--- src/rtl/mm_trg_pkg.sv ---
// -----------------------------------------------------------------------------
// mm_trg_pkg
// Shared definitions for the minimum-trigger output arbiter:
//   - header / footer marker bytes and field offsets of the 128-bit framing beats
//   - EXEC_STATE encodings
//   - arbiter state enum
//   - footer beat builder
// -----------------------------------------------------------------------------
package mm_trg_pkg;

    localparam int FRAME_TDATA_W = 128;

    // Framing beat markers, both live in bits [127:120].
    localparam logic [7:0] HDR_MARKER = 8'hAA;
    localparam logic [7:0] FTR_MARKER = 8'h55;

    // Header beat field offsets (LSB positions).
    localparam int MARKER_LSB       = 120;
    localparam int HDR_ID_LSB       = 56;
    localparam int HDR_BASELINE_LSB = 44;
    localparam int HDR_TS_LSB       = 0;

    // Footer beat field offsets.
    localparam int FTR_TRUNC_BIT = 16;
    localparam int FTR_COUNT_LSB = 0;

    // EXEC_STATE encodings.
    localparam logic [1:0] EXEC_INIT = 2'b00;
    localparam logic [1:0] EXEC_TRG  = 2'b11;

    typedef enum logic [2:0] {
        ST_IDLE    = 3'd0,
        ST_HEADER  = 3'd1,
        ST_PAYLOAD = 3'd2,
        ST_DROP    = 3'd3,
        ST_FOOTER  = 3'd4
    } arb_state_t;

    // Footer: marker, zero fill, truncation flag, forwarded payload beat count.
    function automatic logic [FRAME_TDATA_W-1:0] build_footer(
        input logic        trunc,
        input logic [15:0] beat_cnt
    );
        logic [FRAME_TDATA_W-1:0] beat;
        beat                        = '0;
        beat[MARKER_LSB +: 8]       = FTR_MARKER;
        beat[FTR_TRUNC_BIT]         = trunc;
        beat[FTR_COUNT_LSB +: 16]   = beat_cnt;
        return beat;
    endfunction

endpackage

--- src/rtl/rr_arbiter.sv ---
// -----------------------------------------------------------------------------
// rr_arbiter
// Combinational round-robin pick: returns the first asserted request at or
// after the pointer, wrapping past NUM_CH-1 back to 0.
//   i_req        in   NUM_CH          request vector
//   i_ptr        in   $clog2(NUM_CH)  highest-priority channel index
//   o_grant      out  NUM_CH          one-hot winner (0 if no request)
//   o_grant_idx  out  $clog2(NUM_CH)  binary index of the winner
//   o_valid      out  1               at least one request present
// -----------------------------------------------------------------------------
module rr_arbiter #(
    parameter int NUM_CH = 4,
    parameter int IDX_W  = $clog2(NUM_CH)
) (
    input  logic [NUM_CH-1:0] i_req,
    input  logic [IDX_W-1:0]  i_ptr,
    output logic [NUM_CH-1:0] o_grant,
    output logic [IDX_W-1:0]  o_grant_idx,
    output logic              o_valid
);

    always_comb begin : p_pick
        int cand;
        // NOTE: every output gets a default before the loop so no path leaves
        // a value unassigned, which would otherwise infer a latch.
        o_grant     = '0;
        o_grant_idx = '0;
        o_valid     = 1'b0;
        cand        = 0;
        for (int i = 0; i < NUM_CH; i++) begin
            cand = (int'(i_ptr) + i) % NUM_CH;
            if (!o_valid && i_req[IDX_W'(cand)]) begin
                o_valid                 = 1'b1;
                o_grant[IDX_W'(cand)]   = 1'b1;
                o_grant_idx             = IDX_W'(cand);
            end
        end
    end

endmodule

--- src/rtl/mm_trg_arbiter.sv ---
// -----------------------------------------------------------------------------
// mm_trg_arbiter
// Packet-level round-robin arbiter sharing one 128-bit AXI-Stream between
// NUM_CH trigger channels. Each granted frame is wrapped with a header beat
// (marker, channel id, baseline, time stamp) and a footer beat (marker,
// truncation flag, forwarded beat count). Frames longer than MAX_FRAME_BEATS
// are cut; the remainder is drained from the source and discarded.
//
// Ports:
//   AXIS_ACLK      in   1            clock
//   AXIS_ARESET    in   1            synchronous active-high reset
//   EXEC_STATE     in   2            2'b00 (INIT) blocks new grants
//   S_AXIS_TDATA   in   NUM_CH*128   per-channel payload
//   S_AXIS_TVALID  in   NUM_CH       per-channel valid
//   S_AXIS_TLAST   in   NUM_CH       per-channel end of frame
//   S_AXIS_TUSER   in   NUM_CH*56    {baseline, time_stamp}, used at grant
//   S_AXIS_TREADY  out  NUM_CH       per-channel ready
//   M_AXIS_TDATA   out  128          output data
//   M_AXIS_TVALID  out  1            output valid
//   M_AXIS_TLAST   out  1            footer beat marker
//   M_AXIS_TREADY  in   1            downstream ready
//   GRANT          out  NUM_CH       one-hot current owner, 0 when idle
//   FRAME_COUNT    out  32           frames emitted (wraps)
//   TRUNC_COUNT    out  16           truncated frames (saturates)
// -----------------------------------------------------------------------------
module mm_trg_arbiter
    import mm_trg_pkg::*;
#(
    parameter int NUM_CH               = 4,
    parameter int TIME_STAMP_WIDTH     = 44,
    parameter int ADC_RESOLUTION_WIDTH = 12,
    parameter int TDATA_WIDTH          = 128,
    parameter int MAX_FRAME_BEATS      = 100
) (
    input  logic                                                   AXIS_ACLK,
    input  logic                                                   AXIS_ARESET,
    input  logic [1:0]                                             EXEC_STATE,
    input  logic [NUM_CH*TDATA_WIDTH-1:0]                          S_AXIS_TDATA,
    input  logic [NUM_CH-1:0]                                      S_AXIS_TVALID,
    input  logic [NUM_CH-1:0]                                      S_AXIS_TLAST,
    input  logic [NUM_CH*(ADC_RESOLUTION_WIDTH+TIME_STAMP_WIDTH)-1:0] S_AXIS_TUSER,
    output logic [NUM_CH-1:0]                                      S_AXIS_TREADY,
    output logic [TDATA_WIDTH-1:0]                                 M_AXIS_TDATA,
    output logic                                                   M_AXIS_TVALID,
    output logic                                                   M_AXIS_TLAST,
    input  logic                                                   M_AXIS_TREADY,
    output logic [NUM_CH-1:0]                                      GRANT,
    output logic [31:0]                                            FRAME_COUNT,
    output logic [15:0]                                            TRUNC_COUNT
);

    localparam int          USER_W    = ADC_RESOLUTION_WIDTH + TIME_STAMP_WIDTH;
    localparam int          IDX_W     = $clog2(NUM_CH);
    localparam logic [15:0] MAX_BEATS = 16'(MAX_FRAME_BEATS);

    // ---------------------------------------------------------------- state
    arb_state_t                     r_state;
    logic [IDX_W-1:0]               r_ptr;
    logic [NUM_CH-1:0]              r_grant;
    logic [IDX_W-1:0]               r_gidx;
    logic [ADC_RESOLUTION_WIDTH-1:0] r_baseline;
    logic [TIME_STAMP_WIDTH-1:0]    r_time_stamp;
    logic [15:0]                    r_beat_cnt;
    logic                           r_trunc;
    logic [TDATA_WIDTH-1:0]         r_m_tdata;
    logic                           r_m_tvalid;
    logic                           r_m_tlast;
    logic [31:0]                    r_frame_cnt;
    logic [15:0]                    r_trunc_cnt;

    // ---------------------------------------------------------------- wires
    logic [TDATA_WIDTH-1:0] w_ch_data [NUM_CH];
    logic [USER_W-1:0]      w_ch_user [NUM_CH];
    logic [NUM_CH-1:0]      w_next_grant;
    logic [IDX_W-1:0]       w_next_idx;
    logic                   w_any_req;
    logic                   w_run;
    logic                   w_load;
    logic                   w_src_valid;
    logic                   w_src_last;
    logic [TDATA_WIDTH-1:0] w_src_data;
    logic [15:0]            w_cnt_inc;
    logic [TDATA_WIDTH-1:0] w_header;
    logic [TDATA_WIDTH-1:0] w_footer;
    logic [NUM_CH-1:0]      w_s_ready;

    for (genvar g = 0; g < NUM_CH; g++) begin : g_unpack
        assign w_ch_data[g] = S_AXIS_TDATA[g*TDATA_WIDTH +: TDATA_WIDTH];
        assign w_ch_user[g] = S_AXIS_TUSER[g*USER_W +: USER_W];
    end

    rr_arbiter #(
        .NUM_CH (NUM_CH),
        .IDX_W  (IDX_W)
    ) u_rr_arbiter (
        .i_req       (S_AXIS_TVALID),
        .i_ptr       (r_ptr),
        .o_grant     (w_next_grant),
        .o_grant_idx (w_next_idx),
        .o_valid     (w_any_req)
    );

    // Output register may take a new beat when empty or being drained now.
    assign w_load      = !r_m_tvalid || M_AXIS_TREADY;
    assign w_run       = (EXEC_STATE != EXEC_INIT);
    assign w_src_valid = |(S_AXIS_TVALID & r_grant);
    assign w_src_last  = |(S_AXIS_TLAST & r_grant);
    assign w_src_data  = w_ch_data[r_gidx];
    assign w_cnt_inc   = r_beat_cnt + 16'd1;
    assign w_footer    = build_footer(r_trunc, r_beat_cnt);

    always_comb begin
        w_header                                          = '0;
        w_header[MARKER_LSB +: 8]                         = HDR_MARKER;
        w_header[HDR_ID_LSB +: 8]                         = 8'(r_gidx);
        w_header[HDR_BASELINE_LSB +: ADC_RESOLUTION_WIDTH] = r_baseline;
        w_header[HDR_TS_LSB +: TIME_STAMP_WIDTH]          = r_time_stamp;
    end

    // Only the owner is ever ready. In PAYLOAD readiness follows the output
    // register so each accepted beat has a slot; in DROP beats are discarded
    // so the owner is drained at full rate. Held low during reset.
    always_comb begin
        w_s_ready = '0;
        if (!AXIS_ARESET) begin
            if (r_state == ST_PAYLOAD) begin
                w_s_ready = r_grant & {NUM_CH{w_load}};
            end else if (r_state == ST_DROP) begin
                w_s_ready = r_grant;
            end
        end
    end

    always_ff @(posedge AXIS_ACLK) begin
        if (AXIS_ARESET) begin
            // NOTE: sequential state uses non-blocking assignments so every
            // register samples pre-edge values regardless of statement order.
            r_state      <= ST_IDLE;
            r_ptr        <= '0;
            r_grant      <= '0;
            r_gidx       <= '0;
            r_baseline   <= '0;
            r_time_stamp <= '0;
            r_beat_cnt   <= '0;
            r_trunc      <= 1'b0;
            r_m_tdata    <= '0;
            r_m_tvalid   <= 1'b0;
            r_m_tlast    <= 1'b0;
            r_frame_cnt  <= '0;
            r_trunc_cnt  <= '0;
        end else begin
            // Beat consumed (or slot empty): drop valid unless a state below
            // loads a new beat in this same cycle. TDATA is left untouched.
            if (w_load) begin
                r_m_tvalid <= 1'b0;
                r_m_tlast  <= 1'b0;
            end

            case (r_state)
                ST_IDLE: begin
                    if (w_run && w_any_req) begin
                        r_grant      <= w_next_grant;
                        r_gidx       <= w_next_idx;
                        r_baseline   <= w_ch_user[w_next_idx][USER_W-1 -: ADC_RESOLUTION_WIDTH];
                        r_time_stamp <= w_ch_user[w_next_idx][TIME_STAMP_WIDTH-1:0];
                        r_state      <= ST_HEADER;
                    end
                end

                ST_HEADER: begin
                    if (w_load) begin
                        r_m_tdata  <= w_header;
                        r_m_tvalid <= 1'b1;
                        r_state    <= ST_PAYLOAD;
                    end
                end

                ST_PAYLOAD: begin
                    if (w_load && w_src_valid) begin
                        r_m_tdata  <= w_src_data;
                        r_m_tvalid <= 1'b1;
                        r_beat_cnt <= w_cnt_inc;
                        // TLAST on the limit beat wins: frame ends untruncated.
                        if (w_src_last) begin
                            r_state <= ST_FOOTER;
                        end else if (w_cnt_inc == MAX_BEATS) begin
                            r_trunc <= 1'b1;
                            r_state <= ST_DROP;
                        end
                    end
                end

                ST_DROP: begin
                    if (w_src_valid && w_src_last) begin
                        r_state <= ST_FOOTER;
                    end
                end

                ST_FOOTER: begin
                    if (w_load) begin
                        r_m_tdata   <= w_footer;
                        r_m_tvalid  <= 1'b1;
                        r_m_tlast   <= 1'b1;
                        r_frame_cnt <= r_frame_cnt + 32'd1;
                        if (r_trunc && (r_trunc_cnt != 16'hFFFF)) begin
                            r_trunc_cnt <= r_trunc_cnt + 16'd1;
                        end
                        r_ptr      <= (r_gidx == IDX_W'(NUM_CH - 1)) ? '0 : r_gidx + 1'b1;
                        r_grant    <= '0;
                        r_beat_cnt <= '0;
                        r_trunc    <= 1'b0;
                        r_state    <= ST_IDLE;
                    end
                end

                default: r_state <= ST_IDLE;
            endcase
        end
    end

    assign S_AXIS_TREADY = w_s_ready;
    assign M_AXIS_TDATA  = r_m_tdata;
    assign M_AXIS_TVALID = r_m_tvalid;
    assign M_AXIS_TLAST  = r_m_tlast;
    assign GRANT         = r_grant;
    assign FRAME_COUNT   = r_frame_cnt;
    assign TRUNC_COUNT   = r_trunc_cnt;

endmodule

--- config.mk ---
export PLATFORM = sky130hd
export DESIGN_NAME = mm_trg_arbiter
export DESIGN_NICKNAME = d
export VERILOG_FILES = /design/src/rtl/mm_trg_pkg.sv /design/src/rtl/rr_arbiter.sv /design/src/rtl/mm_trg_arbiter.sv
export SDC_FILE = /design/constraint.sdc
export NUM_CORES = 1
export LEC_CHECK = 0
export ABC_AREA = 0
export BUFFER_PORTS_ARGS = -buffer_cell sky130_fd_sc_hd__buf_2
export CORE_AREA = 2 2 367 369
export DETAILED_ROUTE_END_ITERATION = 8
export DIE_AREA = 0 0 369 371
export GPL_ROUTABILITY_DRIVEN = 0
export GPL_TIMING_DRIVEN = 0
export PLACE_DENSITY = 0.35
export SYNTH_ARGS = -nofsm -noshare
export SYNTH_HDL_FRONTEND = slang
export SYNTH_HIERARCHICAL = 1
export SYNTH_SLANG_ARGS = --single-unit
--- constraint.sdc ---
create_clock -name AXIS_ACLK -period 8.2 [get_ports AXIS_ACLK]
set_clock_uncertainty 0.15 [all_clocks]
set_input_delay 0.82 -clock AXIS_ACLK [delete_from_list [all_inputs] [get_ports AXIS_ACLK]]
set_output_delay 0.82 -clock AXIS_ACLK [all_outputs]
set_load 0.1 [all_outputs]
# Yosys cells after proc, flatten, opt, wreduce, memory -nomap -nowiden
# Index checks and enable logic that the tools add are counted.
dict set report word_totals {
  regBits 262
}
dict set report classes {
  add_sub_neg 7
  order_cmp 10
  n_eq_ne 15
  muxes 72
  bitwise 8
  n_reduce_logical 32
}
# cell count
set op_table {}
lappend op_table {{$mux 128} 5}
lappend op_table {{$pmux 128 s3} 1}
lappend op_table {{$bmux 128 s2} 1}
lappend op_table {{$bmux 56 s2} 1}
lappend op_table {{$mux 56} 2}
lappend op_table {{$mux 4} 9}
lappend op_table {{$add 16x1->16 const B} 2}
lappend op_table {{$add 32x1->32 const B} 1}
lappend op_table {{$mux 16} 2}
lappend op_table {{$pmux 16 s2} 1}
lappend op_table {{$mux 1} 26}
lappend op_table {{$mux 3} 7}
lappend op_table {{$eq 16x7->1 const B} 1}
lappend op_table {{$lt 2x4->1 const B} 4}
lappend op_table {{$ne 16x16->1 const B} 1}
lappend op_table {{$pmux 3 s5} 1}
lappend op_table {{$and 4x4->4} 3}
lappend op_table {{$or 4x4->4} 3}
lappend op_table {{$logic_and 1x1->1} 11}
lappend op_table {{$mux 2} 5}
lappend op_table {{$reduce_and 3->1} 3}
lappend op_table {{$bmux 1 s2} 4}
lappend op_table {{$demux 1 s2} 4}
lappend op_table {{$ge 2x1->1 const B} 4}
lappend op_table {{other kinds (24)} 42}

# Depth between registers and ports, before layout
# Gate-level depths: netlist of run 1.
dict set report depth {
  depth_word 17
  depth_mapped 14
  depth_no_buf 10
}

# By module
# Netlist of run 1, hierarchy kept.
# module n_inst cells_per_inst area_per_inst_um2
set modules_own_cells {}
lappend modules_own_cells {mm_trg_arbiter 1 1483 14861.8}
lappend modules_own_cells {rr_arbiter 1 63 500.5}

# Least setup slack after synthesis of run 1
# Ideal clock, no wire load.
dict set report synth_path {
  path_kind {reg-to-reg}
  startpoint {reg r_ptr[0]}
  endpoint {reg r_baseline[0]}
  arrival_time_ps 3363
  t_required_ps 7918
  slack_ps 4554
  stages_incl_launch_ff 14
  period_less_slack_ps 3646
  cell_sequence {dfxtp_1 buf_4 inv_1 ha_1 clkbuf_1 mux4_2 nor2b_1 o21ai_0 o31ai_1 buf_2 buf_2 mux4_2 nand2_1 a21oi_1}
}
dict set report synth_via {
  elab_chain_len 17
}
# item line
set synth_lines {}
lappend synth_lines {{from (decl)} mm_trg_arbiter.sv:58} ;# logic [IDX_W-1:0] r_ptr;
lappend synth_lines {{from (signal assigned)} mm_trg_arbiter.sv:208} ;# r_ptr <= (r_gidx == IDX_W'(NUM_CH - 1)) ? '0 : r_gidx + 1'b1;
lappend synth_lines {{parallel branches: the longest is 12 deep, another holds $add 2x1->2} --}
lappend synth_lines {{$mux 2 *} rr_arbiter.sv:32} ;# if (!o_valid && i_req[IDX_W'(cand)]) begin
lappend synth_lines {{net w_next_idx[0]} mm_trg_arbiter.sv:75} ;# logic [IDX_W-1:0] w_next_idx;
lappend synth_lines {{$not 2->3 (implied by the code) *} mm_trg_arbiter.sv:164} ;# r_baseline <= w_ch_user[w_next_idx][USER_W-1 -: ADC_RESOLUTION_WIDTH];
lappend synth_lines {{$bmux 56 s2 *} mm_trg_arbiter.sv:164}
lappend synth_lines {{$mux 56 * (2 in series)} --}
lappend synth_lines {{to (signal assigned)} mm_trg_arbiter.sv:164}
lappend synth_lines {{to (decl)} mm_trg_arbiter.sv:61} ;# logic [ADC_RESOLUTION_WIDTH-1:0] r_baseline;
# Mark *: on every way through the listed nets, which the timed path passes. The select of a mux whose other input is x is not followed.
# A chain may end at the register's enable or synchronous reset.

# Worst setup path after layout of run 1
dict set report layout_path {
  startpoint {reg r_ptr[0]}
  endpoint {reg r_baseline[6]}
}
# Same word-level chain as after synthesis.

==> results of run 1 <==
==> area by class of cell <==
class	count	area (um2)	share of cell area, %
sequential	262	5250	22.2
clock buffer	53	1080	4.56
multi-input combinational	1121	9470	40.1
buffer	150	611	2.59
timing repair buffer	936	4700	19.9
inverter	13	48.8	0.207
tap	1768	2210	9.37
antenna	20	50.0	0.212
clock inverter	11	201	0.853
==> cell families (layout without fill, tap and decap cells) <==
group | after synthesis | after routing
flip-flops | 262 | 262
adder cells (fa/ha/maj) | 13 | 13
AO/OA/AOI/OAI | 288 | 288
other | 0 | 20
AND/OR/NAND/NOR | 578 | 578
buffers and inverters | 163 | 1163
multiplexers | 193 | 193
XOR/XNOR | 49 | 49
==> through the flow <==
stage          util, %  total power (uW)  hold WS (ns)  worst slack, ns
2_1_floorplan        -              4010         0.286             4.55
3_3_place_gp      16.8              5220         0.292             2.75
3_5_place_dp      16.8              5220         0.297             2.84
4_1_cts           17.7              7020         0.303             2.83
5_1_grt           17.7              7240         0.323             2.65
6_report          17.8              6890         0.305             2.87
==> metal layers <==
layer,vias up,track usage [%],wire length (um)
li1,7860,-,-
met1,8761,21.2,48800
met2,839,26.1,54200
met3,154,4.85,10700
met4,26,2.57,1690
met5,-,0,147
==> how the worst max path moves through the flow <==
stage / endpoint / slack [ns]
2_1_floorplan: r_baseline[0]$_SDFFE_PP0P_ / 4.55
3_3_place_gp: r_baseline[9]$_SDFFE_PP0P_ / 2.75
3_5_place_dp: r_baseline[9]$_SDFFE_PP0P_ / 2.84
4_1_cts: r_baseline[9]$_SDFFE_PP0P_ / 2.83
5_1_grt: r_baseline[4]$_SDFFE_PP0P_ / 2.65
6_report: r_baseline[6]$_SDFFE_PP0P_ / 2.87
==> synthesized netlist by cell type (all sizes together), types with 13 or more instances <==
cell / count
nand4: 18
a22oi: 86
a21oi: 85
xnor2: 25
a221oi: 44
xor2: 24
ha: 13
nand3: 29
inv: 13
mux4: 188
clkbuf: 113
nor3: 72
o21ai: 18
dfxtp: 262
nand2: 184
a311oi: 22
buf: 37
nor2: 212
==> critical path: cells and delay by family (launching register included) <==
| kind | cells | cell delay, ns |
|---|---|---|
| simple gates | 3 | 0.60 |
| flops | 1 | 0.63 |
| fa+ha+maj | 1 | 0.28 |
| buf+inv | 5 | 2.26 |
| compound gates | 2 | 0.26 |
| mux | 2 | 0.93 |
==> state kept, by name (all words and copies together), names as in the netlist, named ones only <==
signal / cells
r_trunc: 1
FRAME_COUNT: 32
r_gidx: 2
M_AXIS_TDATA: 128
r_ptr: 2
r_beat_cnt: 16
r_baseline: 12
GRANT: 4
r_state: 3
M_AXIS_TVALID: 1
r_time_stamp: 44
TRUNC_COUNT: 16
==> power by group through the flow <==
stage	clock [uW]	sequential [uW]	combinational, uW
3_5_place_dp	0	1710	3520
5_1_grt	1860	1710	3670
4_1_cts	1810	1680	3520
2_1_floorplan	0	2870	1140
6_report	1740	1680	3470
3_3_place_gp	0	1700	3520
==> metrics.md, run 1 <==
| Metric | Value |
|---|---|
| Status | `finished, final reports clean` |
| Net Count, Synth | `2,308` |
| Relative slew margins | `6.03%` |
| Adder-Cell Fraction of Synth Area | `1.06%` |
| Grt ovf | `0` |
| DR iter-0 viols | `1,367` |
| Area contributors post-synth | `dfxtp_1 (34%), mux4_2 (28%), nor2_1 (5.2%)` |
| Final non-filler cell total | `4,334` |
| Sw frac | `51.1%` |
| RR Endpoint | `r_baseline[6]$_SDFFE_PP0P_` |
| Max Slew Vio Count | `0` |
| Worst EP required | `8.48 ns` |
| Die W | `369 um` |
| Syn-to-layout area delta | `53.7%` |
| Total core area | `133,000 um2` |
| Area fraction in compound gates after synthesis | `13.0%` |
| Final Cell Area | `23,600 um2` |
| DRT Pass-1 Iters | `6` |
| Die H | `371 um` |
| DRC viols | `0` |
| Int Power | `3370 uW` |
| CTS resizes | `0` |
| Post-synthesis xor/xnor area fraction | `2.79%` |
| Hold/Removal Path Class | `reg -> reg` |
| Synth unique cells | `58` |
| VDD IR-drop max | `0.000163 V` |
| Top_reg_cell synth | `dfxtp_1` |
| CTS tree | `built` |
| Routed wire per std cell | `26.7 um` |
| Vias in the first global route | `17,200` |
| Routed vias | `17,600` |
| Slowest-stage cell, CP | `clkbuf_1` |
| Switching pwr | `3520 uW` |
| Fill count | `15,100` |
| Final worst-path cycle share | `65.1%` |
| CP max stage delay | `0.87 ns` |
| PwrDens | `292 nW/um2` |
| Worst-Margin Slew | `1.41 ns` |
| H-tree levels | `2` |
| Placed cell areas | `22,300 um2` |
| Num CTS Buffers | `38` |
| First-pass GRT wire length | `150,000 um` |
| Synth Area in Simple Gates | `16.9%` |
| Post-Syn Area per Cell | `9.94 um2` |
| Min Tclk post-route | `5.33 ns` |
| CP endpoint kind | `flop` |
| Largest net degree at the start of global routing | `13` |
| Fraction of layout instances using a drive strength above 1 | `47.8%` |
| Most common cell after layout, fill and taps aside | `buf_2` |
| Leak | `0.00942 uW` |
| Row count | `134` |
| Worst R2R Setup Slack | `2.87 ns` |
| Post-synth ARST share | `0%` |
| Critical path startpoint | `r_ptr[0]$_SDFFE_PP0P_` |
| WL final | `116,000 um` |
| Crit path arrival time | `5.62 ns` |
| Top-area cell type share of the netlist area | `34.1%` |
| CTS Hold Bufs | `0` |
| Initial antenna violation count | `89` |
| Launch point of the worst reg-to-reg path | `r_ptr[0]$_SDFFE_PP0P_` |
| Bufs on Longest Clock Path | `3` |
| #FFs+latches synth | `262` |
| Commonest non-fill, non-tap cells in the layout | `buf_2 (954), dfxtp_1 (262), nor2_1 (211), mux4_2 (188), nand2_1 (184)` |
| Gate Count Post-Synth | `1,546` |
| Final hold vios | `0` |
| Leading area contributor after synthesis | `dfxtp_1` |
| Number of synthesized flops with an enable pin | `0` |
| R2r worst-path depth | `13` |
| Max cap viols | `0` |
| Clk sinks | `262` |
| Clk pin slew, worst setup/hold paths | `0.07 ns` |
| Setup Fix Bufs, Post-CTS | `0` |
| Vias/cell | `4.07` |
| Yosys warnings | `6` |
| Remaining antenna violation count | `0` |
| Initial Util | `11.6%` |
| WHS Path Cells | `2` |
| Cell chain of the critical path | `buf_4 > inv_1 > ha_1 > clkbuf_1 > mux4_2 > nor2_2 > o221ai_1 > nand3_1 > clkbuf_1 > clkbuf_1 > mux4_2 > nand2_1 > a21oi_1` |
| Seq/Total Area, Yosys | `34.1%` |
| Clk pwr share | `25.2%` |
| Worst setup SP type | `flop` |
| Unrepaired setup endpoints after global routing | `false` |
| Nets@finish | `3,284` |
| IO Port Bufs | `934` |
| Mapped Area | `15,400 um2` |
| Die footprint | `137,000 um2` |
| Worst skew pair latency | `0.62 ns` |
| Io pins | `935` |
| CP Class | `reg -> reg` |
| Mux cell area share after synthesis | `27.9%` |
| Achievable Freq | `187 MHz` |
| Main combinational cell family by area after synthesis | `multiplexers` |
| Root buf cell | `clkbuf_16` |
| HPWL Detailed | `99,000 um` |
| Logic pwr share | `50.3%` |
| Worst Path Max Fanout | `10` |
| Setup violators final | `0` |
| Placed cell count | `4,249` |
| Worst path most repeated cell | `clkbuf_1` |
| Setup TNS | `0 ns` |
| Reg power frac | `24.4%` |
| All-Layer GR Usage | `16.1%` |
(Power assumes the default switching activity.)
==> run 2: changes to the inputs <==
--- a/config.mk
+++ b/config.mk
@@ -7,9 +7,9 @@
 export LEC_CHECK = 0
 export ABC_AREA = 0
 export BUFFER_PORTS_ARGS = -buffer_cell sky130_fd_sc_hd__buf_2
-export CORE_AREA = 2 2 367 369
+export CORE_AREA = 2 2 362 364
 export DETAILED_ROUTE_END_ITERATION = 8
-export DIE_AREA = 0 0 369 371
+export DIE_AREA = 0 0 364 366
 export GPL_ROUTABILITY_DRIVEN = 0
 export GPL_TIMING_DRIVEN = 0
 export PLACE_DENSITY = 0.35
==> constraint.sdc (replaced) <==
create_clock -name AXIS_ACLK -period 5.41 [get_ports AXIS_ACLK]
set_clock_uncertainty 0.15 [all_clocks]
set_input_delay 0.541 -clock AXIS_ACLK [delete_from_list [all_inputs] [get_ports AXIS_ACLK]]
set_output_delay 0.541 -clock AXIS_ACLK [all_outputs]
set_load 0.1 [all_outputs]
==> metrics.md, run 2 (synthesis results as in run 1) <==
| Metric | Value |
|---|---|
| H-tree levels | `2 (unchanged)` |
| Multi-input gate area | `9470 um2 (about the same)` |
| DR iter-0 viols | `977 (-29%)` |
| Largest net degree at the start of global routing | `12 (-1)` |
| CTS Hold Bufs | `0 (unchanged)` |
| Root buf cell | `clkbuf_16` |
| WL final | `115,000 um (-0.34%)` |
| Logic pwr share | `50.5% (+0.2 points)` |
| Clk sinks | `262 (unchanged)` |
| Sw frac | `51.0% (-0.13 points)` |
| Die footprint | `133,000 um2 (-2.7%)` |
| Remaining antenna violation count | `0 (unchanged)` |
| Commonest non-fill, non-tap cells in the layout | `buf_2 (954), dfxtp_1 (262), nor2_1 (211), mux4_2 (188), nand2_1 (184)` |
| Worst EP required | `5.67 ns (-2.81 ns)` |
| DRC viols | `0 (unchanged)` |
| Most common cell after layout, fill and taps aside | `buf_2` |
| Status | `finished, final reports clean` |
| Leak | `0.00942 uW (about the same)` |
| Tightest hold margin | `0.148 ns (-0.157 ns)` |
| Final Cell Area | `23,500 um2 (-0.35%)` |
| Clk pin slew, worst setup/hold paths | `0.06 ns (about the same)` |
| Bufs on Longest Clock Path | `3 (unchanged)` |
| Achievable Freq | `203 MHz (+8.0%)` |
| Routed vias | `17,600 (-0.45%)` |
| Die H | `366 um (-1.3%)` |
| Fraction of layout instances using a drive strength above 1 | `48.2% (+0.45 points)` |
| Setup violators final | `0 (unchanged)` |
| CP endpoint kind | `flop` |
| Largest register FFs | `128 (unchanged)` |
| Clk pwr share | `25.0% (-0.2 points)` |
| Num CTS Buffers | `35 (-7.9%)` |
| Initial antenna violation count | `86 (-3.4%)` |
| Hold_sp | `M_AXIS_TREADY` |
| Placed cell areas | `22,200 um2 (-0.19%)` |
| Max cap viols | `0 (unchanged)` |
| Routed wire per std cell | `26.8 um (+0.38%)` |
| Syn-to-layout area delta | `53.2%` |
| Fill count | `14,800 (-2.1%)` |
| GR peak layer | `met2` |
| CTS tree | `built` |
| Max Slew Vio Count | `0 (unchanged)` |
| Worst Path Max Fanout | `10 (unchanged)` |
| Unrepaired setup endpoints after global routing | `false` |
| FF/Latch Area | `5250 um2 (unchanged)` |
| Reg power frac | `24.5% (about the same)` |
| HPWL Detailed | `98,800 um (-0.22%)` |
| Final hold vios | `0 (unchanged)` |
| Initial Util | `11.9% (+0.34 points)` |
| All-Layer GR Usage | `16.8% (+0.69 points)` |
| Worst skew pair latency | `0.59 ns (-0.03 ns)` |
| Final worst-path cycle share | `91.3% (+26 points)` |
| CP Class | `reg -> reg` |
| Launch point of the worst reg-to-reg path | `r_ptr[0]$_SDFFE_PP0P_` |
| First-pass GRT wire length | `154,000 um (+2.3%)` |
| PwrDens | `441 nW/um2 (+51%)` |
| Critical path startpoint | `r_ptr[0]$_SDFFE_PP0P_` |
| Die W | `364 um (-1.4%)` |
| Switching pwr | `5300 uW (+50%)` |
| Final Power | `10,400 uW (+51%)` |
| Met2 usage | `28.2% (+2.0 points)` |
| Row count | `132 (-1.5%)` |
| Int Power | `5090 uW (+51%)` |
| DRT Pass-1 Iters | `5 (-1)` |
| Worst setup SP type | `flop` |
| Io pins | `935 (unchanged)` |
| Relative slew margins | `11.2% (+5.2 points)` |
| Vias/cell | `4.08 (+0.27%)` |
| IO Port Bufs | `934 (unchanged)` |
| Hold/Removal Path Class | `in -> reg` |
| Vias in the first global route | `17,900 (+4.3%)` |
| Grt ovf | `0 (unchanged)` |
| Grt met1 use | `21.8% (+0.52 points)` |
| Setup Fix Bufs, Post-CTS | `0 (unchanged)` |
| Crit path arrival time | `5.19 ns (-0.43 ns)` |
| VDD IR-drop max | `0.000411 V (+150%)` |
| Nets@finish | `3,280 (-0.12%)` |
| Total core area | `129,000 um2 (-2.9%)` |
| GR Util met3 | `4.53% (-0.32 points)` |
| Min Tclk post-route | `4.94 ns (-0.397 ns)` |
| Worst-Margin Slew | `1.33 ns (-0.0778 ns)` |
==> run 2: cell count changes in the layout (fill, tap and decap cells not counted), moves of 2 or more <==
cell and delta:
clkinv_2 +3, diode_2 -4, clkinv_16 -2, clkbuf_1 -7
nor4_2 +2, clkbuf_2 +6, clkbuf_16 -3, clkbuf_8 +3
buf_1 -3
==> run 2: worst paths after layout <==
kind | slack [ns] | endpoint | cells after the start
worst min-delay path | 0.15 | r_state[2]$_SDFFE_PP0P_ | 4
worst min register to register | 0.31 | M_AXIS_TDATA[119]$_SDFFE_PP0P_ | 2
worst max register to register | 0.47 | r_baseline[3]$_SDFFE_PP0P_ | 13
worst max-delay path | 0.47 | r_baseline[3]$_SDFFE_PP0P_ | 13
==> run 2: power groups by stage <==
stage	clock network [uW]	registers, uW	logic (uW)
5_1_grt	2750	2580	5580
3_3_place_gp	0	2570	5340
2_1_floorplan	0	4340	1730
4_1_cts	2680	2550	5340
6_report	2590	2550	5250
3_5_place_dp	0	2580	5340
==> run 2: per-stage QoR <==
| stage | TNS, ns | util [%] | instances | worst slack [ns] |
|---|---|---|---|---|
| after CTS | 0 | 18.2 | 4287 | 0.00729 |
| after global placement | -1.15 | 17.2 | 4222 | -0.175 |
| after detailed placement | -0.762 | 17.2 | 4223 | -0.137 |
| final | 0 | 18.2 | 4303 | 0.473 |
| after global routing | 0 | 18.2 | 4288 | 0.0657 |
| after floorplan | 0 | - | 1546 | 1.76 |
==> run 2: what timing repair did <==
item / in CTS / in global routing
setup endpoints to repair: 11 / 20
gates resized for setup: 2 / 7
pin swaps: 0 / 0
==> run 2: area by class of cell <==
class | instances | area share (%)
diodes | 16 | 0.170
plain buffers | 150 | 2.63
clock buffers | 49 | 4.37
clock inverters | 15 | 0.909
inverters | 13 | 0.207
multi-input cells | 1121 | 40.3
flip-flops and latches | 262 | 22.3
well taps | 1742 | 9.26
repair buffers | 935 | 19.9
==> run 2: metal layers <==
metal	part of all wire (%)	wire, um	vias up
met2	48	54800	752
met3	7.4	8550	181
li1	-	-	7858
met1	43	49800	8736
met5	0.19	218	-
met4	1.6	1800	34
==> run 2: worst max-delay path, cell delays in order, from the launching register on <==
cell and delay [ns]:
dfxtp_1 0.61, buf_4 0.28, inv_1 0.11, ha_1 0.28, clkbuf_1 0.38, mux4_2 0.30, nor2b_1 0.24, nor2_1 0.08
o31ai_2 0.46, buf_2 0.45, buf_2 0.54, mux4_2 0.66, nand2_1 0.10, a21oi_1 0.07
